===== config.mk =====
export PLATFORM = sky130hd
export DESIGN_NAME = srl_dly_ctrl
export DESIGN_NICKNAME = d
export VERILOG_FILES = /design/src/rtl/srl_dly_ctrl_pkg.sv /design/src/rtl/srl_nx1_noparm.sv /design/src/rtl/srl_dly_ctrl.sv
export SDC_FILE = /design/constraint.sdc
export NUM_CORES = 1
export LEC_CHECK = 0
export ABC_AREA = 1
export CORE_MARGIN = 2
export CORE_UTILIZATION = 55
export CTS_CLUSTER_SIZE = 12
export DETAILED_ROUTE_END_ITERATION = 8
export GPL_TIMING_DRIVEN = 0
export PLACE_DENSITY = 0.83
export SLEW_MARGIN = 5
export SYNTH_ARGS = -nofsm -noshare
export SYNTH_HDL_FRONTEND = slang
export SYNTH_SLANG_ARGS = --single-unit

===== constraint.sdc =====
create_clock -name CLK -period 4.3 [get_ports CLK]
set_input_delay 0.86 -clock CLK [delete_from_list [all_inputs] [get_ports CLK]]
set_output_delay 0.86 -clock CLK [all_outputs]
set_load 0.03 [all_outputs]

===== src/rtl/srl_dly_ctrl_pkg.sv =====
// Shared constants for the SRL delay controller: FSM encoding, SRL depth and field widths.
package srl_dly_ctrl_pkg;

  localparam int SRL_DEPTH = 16;
  localparam int DLY_W     = 4;
  localparam int CH_W      = 3;
  localparam int MAX_CH    = 8;

  typedef enum logic [1:0] {
    ST_INIT   = 2'd0,
    ST_IDLE   = 2'd1,
    ST_SETTLE = 2'd2
  } state_t;

  function automatic logic ch_in_range(input logic [CH_W-1:0] ch, input int nch);
    return int'(ch) < nch;
  endfunction

endpackage


===== src/rtl/srl_nx1_noparm.sv =====
// Fixed 16-deep addressable shift register; O taps stage A, giving A+1 CE edges of delay.
module srl_nx1_noparm
  import srl_dly_ctrl_pkg::*;
(
  input  logic             CLK,
  input  logic             CE,
  input  logic [DLY_W-1:0] A,
  input  logic             I,
  output logic             O
);

  // No reset: contents are deliberately preserved across controller resets.
  logic [SRL_DEPTH-1:0] sr_reg;

  always_ff @(posedge CLK) begin
    if (CE) begin
      sr_reg <= {sr_reg[SRL_DEPTH-2:0], I};
    end
  end

  assign O = sr_reg[A];

endmodule


===== src/rtl/srl_dly_ctrl.sv =====
// Multi-channel SRL delay line with a write/settle controller that tracks when each
// channel's output reflects its programmed delay.
module srl_dly_ctrl
  import srl_dly_ctrl_pkg::*;
#(
  parameter int NCH  = 8,
  parameter int SRLD = 16
) (
  input  logic             CLK,
  input  logic             RST_N,
  input  logic             CE_IN,
  input  logic [NCH-1:0]   D_IN,
  output logic [NCH-1:0]   D_OUT,
  output logic [NCH-1:0]   VALID,
  input  logic             WR_STB,
  input  logic [CH_W-1:0]  WR_CH,
  input  logic [DLY_W-1:0] WR_DLY,
  input  logic [CH_W-1:0]  RD_CH,
  output logic [DLY_W-1:0] RD_DLY,
  output logic             BUSY,
  output logic             ACK,
  output logic             ERR
);

  localparam int              CNT_W    = $clog2(SRLD);
  localparam logic [CNT_W-1:0] CNT_LAST = CNT_W'(SRLD - 1);

  state_t           state_reg, state_next;
  logic [CNT_W-1:0] cnt_reg, cnt_next;
  logic [CH_W-1:0]  ch_reg, ch_next;
  logic [NCH-1:0]   valid_reg, valid_next;
  logic             ack_reg, ack_next;
  logic             err_reg, err_next;
  logic             busy_reg, busy_next;
  logic             wr_load;
  logic [NCH-1:0]   wr_mask;
  logic [NCH-1:0]   ch_mask;
  logic [DLY_W-1:0] settle_dly;

  // Padded to the full 3-bit channel space so out-of-range reads return zero.
  logic [DLY_W-1:0] dly_pad [MAX_CH];

  genvar gi;
  generate
    for (gi = 0; gi < MAX_CH; gi++) begin : g_ch
      if (gi < NCH) begin : g_used
        logic [DLY_W-1:0] dly_reg;

        always_ff @(posedge CLK) begin
          if (!RST_N) begin
            dly_reg <= '0;
          end else if (wr_load && wr_mask[gi]) begin
            dly_reg <= WR_DLY;
          end
        end

        assign dly_pad[gi] = dly_reg;

        srl_nx1_noparm u_srl (
          .CLK (CLK),
          .CE  (CE_IN),
          .A   (dly_reg),
          .I   (D_IN[gi]),
          .O   (D_OUT[gi])
        );
      end else begin : g_unused
        assign dly_pad[gi] = '0;
      end
    end
  endgenerate

  always_comb begin
    wr_mask = '0;
    ch_mask = '0;
    for (int c = 0; c < NCH; c++) begin
      wr_mask[c] = (WR_CH == CH_W'(c));
      ch_mask[c] = (ch_reg == CH_W'(c));
    end
  end

  assign settle_dly = dly_pad[ch_reg];
  assign RD_DLY     = dly_pad[RD_CH];

  always_comb begin
    state_next = state_reg;
    cnt_next   = cnt_reg;
    ch_next    = ch_reg;
    valid_next = valid_reg;
    ack_next   = 1'b0;
    err_next   = 1'b0;
    wr_load    = 1'b0;

    case (state_reg)
      ST_INIT: begin
        err_next = WR_STB;
        if (CE_IN) begin
          if (cnt_reg == CNT_LAST) begin
            valid_next = '1;
            cnt_next   = '0;
            state_next = ST_IDLE;
          end else begin
            cnt_next = cnt_reg + 1'b1;
          end
        end
      end

      ST_IDLE: begin
        if (WR_STB) begin
          if (ch_in_range(WR_CH, NCH)) begin
            wr_load    = 1'b1;
            cnt_next   = '0;
            ch_next    = WR_CH;
            valid_next = valid_reg & ~wr_mask;
            state_next = ST_SETTLE;
          end else begin
            err_next = 1'b1;
          end
        end
      end

      ST_SETTLE: begin
        err_next = WR_STB;
        // The write only completes once the new tap has seen dly+1 fresh samples.
        if (CE_IN) begin
          if (cnt_reg == CNT_W'(settle_dly)) begin
            valid_next = valid_reg | ch_mask;
            ack_next   = 1'b1;
            state_next = ST_IDLE;
          end else begin
            cnt_next = cnt_reg + 1'b1;
          end
        end
      end

      default: begin
        state_next = ST_INIT;
        cnt_next   = '0;
      end
    endcase

    busy_next = (state_next != ST_IDLE);
  end

  always_ff @(posedge CLK) begin
    if (!RST_N) begin
      state_reg <= ST_INIT;
      cnt_reg   <= '0;
      ch_reg    <= '0;
      valid_reg <= '0;
      ack_reg   <= 1'b0;
      err_reg   <= 1'b0;
      busy_reg  <= 1'b1;
    end else begin
      state_reg <= state_next;
      cnt_reg   <= cnt_next;
      ch_reg    <= ch_next;
      valid_reg <= valid_next;
      ack_reg   <= ack_next;
      err_reg   <= err_next;
      busy_reg  <= busy_next;
    end
  end

  assign VALID = valid_reg;
  assign BUSY  = busy_reg;
  assign ACK   = ack_reg;
  assign ERR   = err_reg;

endmodule


==> qor.json <==
{
  "run_status": "completed",
  "hp-class": "reg -> reg",
  "maxSlewViolCount": 0,
  "postSynth.asyncResetShare": 0,
  "placement.io_buffers": 40,
  "critical_path.startpoint": "g_ch[6].g_used.dly_reg[0]$_SDFFE_PN0P_",
  "cts_tree": "done",
  "synth_warnings": 0,
  "globalRoute.totalOverflow": 0,
  "final_hold_viol_count": 0,
  "worst-setup-path-type": "reg -> out",
  "cts_made_buffers": 17,
  "die_x_microns": 126,
  "cts.path.max_buffers": 2,
  "avgRoutedWirePerCell_microns": 17.2,
  "post-route-period-util": 0.870,
  "crit-reg2reg-capture": "VALID[5]$_SDFFE_PN0P_",
  "flip_flop_and_latch_count_after_synthesis": 180,
  "ctsHoldBuffers": 0,
  "end_kind": "output pin",
  "finalSetupViolCount": 0,
  "setup_repair_after_global_routing_missed_its_margin": "false",
  "gp_congestion": 0.961,
  "critPathTopFamily": "buffers and inverters",
  "path_depth": 7,
  "regToRegStartpoint": "state_reg[1]$_SDFF_PN0_",
  "power.ir.vdd_worst_v": 0.000369,
  "drt_drc_violations_left": 0,
  "nets": 910,
  "dieHeight_microns": 126,
  "worst-r2r-cell-count": 10,
  "worst_slew_pin_slew_ps": 613,
  "via_count": 6309,
  "netlist_instances": 823,
  "max_clock_freq_ghz": 0.267,
  "core_area_sq_um": 14500,
  "cts_root_buffer": "clkbuf_16",
  "grt_pass1_vias": 5889,
  "utilization": 0.652,
  "slew_headroom": 0.592,
  "register_area_sq_um": 4880,
  "rows": 44,
  "setup_tns_ps": 0,
  "total_leakage_power_nw": 3.41,
  "critPathSlowestCell": "clkdlybuf4s50_1",
  "synth.yosys.seq_area_share": 0.599,
  "final.hold.worst_slack_ps": 445,
  "yosys.area.top_type_share": 0.472,
  "dpl.hpwl_microns": 12700,
  "cp.arrival_ps": 2880,
  "post_cts_sizing": 0,
  "clock_latency_ps": 440,
  "initialDrtViolationCount": 862,
  "post-synth-top-count-cell": "edfxtp_1",
  "reg2reg_setup_slack_ps": 2010,
  "timing.critical_path.from_type": "flip-flop",
  "grt_first_pass_wirelength_microns": 30400,
  "power_density_nw_per_um2": 408,
  "multi_input_comb_area_sq_um": 2720,
  "synth.lib_cells_used.distinct": 36,
  "synth.cell_area_sq_um": 8150,
  "cts.reportedPaths.clkPinSlew_ps": 70,
  "grt_max_degree": 76,
  "crit_buf_inv": 3,
  "cts.sink_count": 180,
  "clock_tree.htree_level_count": 4,
  "final.min_clock_period_ps": 3740,
  "post_route_cells_drive_above_1_share": 0.0703,
  "crit_path_end": "RD_DLY[0]",
  "dieArea_sq_um": 15800,
  "antenna_cells_inserted": 0,
  "initial_antenna_violation_count": 0,
  "route.antenna.remaining_nets": 0,
  "path_cells": "clkbuf_1 > clkbuf_1 > o21ai_0 > o22ai_1 > nor2_1 > a31oi_1 > clkdlybuf4s50_1",
  "netlist_top_cells_area": "edfxtp_1 (47%), dfxtp_1 (13%), o21ai_0 (6.0%), a21oi_1 (5.2%), nand2_1 (4.7%)",
  "skew_ps": 6.49,
  "syn_to_final_growth_pct": 15.8,
  "postCtsSetupRepairBufs": 0,
  "detail_route.vias_per_cell": 5.84,
  "largest_register_ffs": 128,
  "detail_route.wirelength_microns": 18600,
  "yosysTopAreaCell": "edfxtp_1",
  "synth_nets": 850,
  "first_pass_iters": 5,
  "worstPathMaxFanout": 10,
  "slowest_delay_ps": 710,
  "max_cap_viol_count": 0,
  "synthesis.area_per_instance_sq_um": 9.90,
  "place_inst": 1048,
  "critPathRequiredTime_ps": 3440,
  "num_io_pins": 45,
  "final.fill_count": 1127,
  "grtUsageTotal": 0.244,
  "cp_common_cell": "clkbuf_1",
  "synth_enable_flop_cells": 128,
  "finalNonFillerCells": 1080,
  "most_common_library_cells_after_synthesis": "edfxtp_1 (128), nand2_1 (101), o21ai_0 (97), nor2_1 (93), a21oi_1 (84)",
  "post_synth_top_flop": "edfxtp_1",
  "start_util": 0.563
}
==> worst min path at each step <==
stage,startpoint,end,slack [ps],depth (start not counted)
floorplan,g_ch[7].g_used.u_srl.sr_reg[5]$_DFFE_PP_,g_ch[7].g_used.u_srl.sr_reg[6]$_DFFE_PP_,420,0
global placement,g_ch[0].g_used.u_srl.sr_reg[10]$_DFFE_PP_,g_ch[0].g_used.u_srl.sr_reg[11]$_DFFE_PP_,420,0
detailed placement,g_ch[6].g_used.u_srl.sr_reg[12]$_DFFE_PP_,g_ch[6].g_used.u_srl.sr_reg[13]$_DFFE_PP_,430,0
CTS,g_ch[6].g_used.u_srl.sr_reg[12]$_DFFE_PP_,g_ch[6].g_used.u_srl.sr_reg[13]$_DFFE_PP_,450,0
global route,g_ch[4].g_used.u_srl.sr_reg[0]$_DFFE_PP_,g_ch[4].g_used.u_srl.sr_reg[1]$_DFFE_PP_,460,0
finish,g_ch[6].g_used.u_srl.sr_reg[12]$_DFFE_PP_,g_ch[6].g_used.u_srl.sr_reg[13]$_DFFE_PP_,450,0
==> routing by layer <==
layer  vias up  GRT usage  wire length, microns
met5         -          0                     0
met4         0     0.0941                   487
met3        48     0.0518                  1260
met2       284      0.384                  8760
met1      2972      0.335                  8110
li1       3005          -                     -
==> report_power, final <==
part	internal [mW]	switching [mW]	total, mW
clock network	0.978	0.678	1.66
logic	0.0802	0.130	0.211
registers	1.94	0.0418	1.99
total	3.00	0.850	3.85
==> metrics by stage <==
step                      total power, mW  setup slack (ps)  cell area (sq um)
after CTS                            3.87               575               9440
after floorplan                      2.12              1250               8150
final                                3.85               558               9440
after global routing                 3.97               361               9440
after detailed placement             2.23               601               8810
after global placement               2.23             -2730               8780
==> kinds of logic (layout without fill, tap and decap cells) <==
group / after synthesis / after routing / share of synthesized area
multiplexers: 29 / 29 / 0.0358
AO/OA/AOI/OAI: 240 / 240 / 0.168
adder cells (fa/ha/maj): 5 / 5 / 0.00768
buffers and inverters: 128 / 201 / 0.0669
flip-flops: 180 / 180 / 0.599
AND/OR/NAND/NOR: 241 / 241 / 0.122
==> cell type report <==
class	instances	area share
sequential	180	0.518
multi-input combinational	515	0.288
timing repair buffer	41	0.0455
clock buffer	17	0.0451
inverter	85	0.0338
tap	184	0.0244
buffer	43	0.0240
clock inverter	15	0.0215
==> cells in the final DEF, fill, tap and decap left out, drive strengths merged, types with 2 or more instances in the layout <==
cell type	netlist	final
a21oi	84	84
a221oi	2	2
a311oi	5	5
a31oi	4	4
buf	17	19
bufinv	0	4
clkbuf	26	43
clkdlybuf4s50	0	39
clkinv	3	7
clkinvlp	0	3
dfxtp	52	52
edfxtp	128	128
ha	5	5
inv	82	86
mux2i	28	28
nand2	105	105
nand3	37	37
nand3b	2	2
nor2	95	95
o211ai	27	27
o21a	5	5
o21ai	102	102
o221ai	4	4
o22ai	4	4
(Power assumes the default switching activity.)
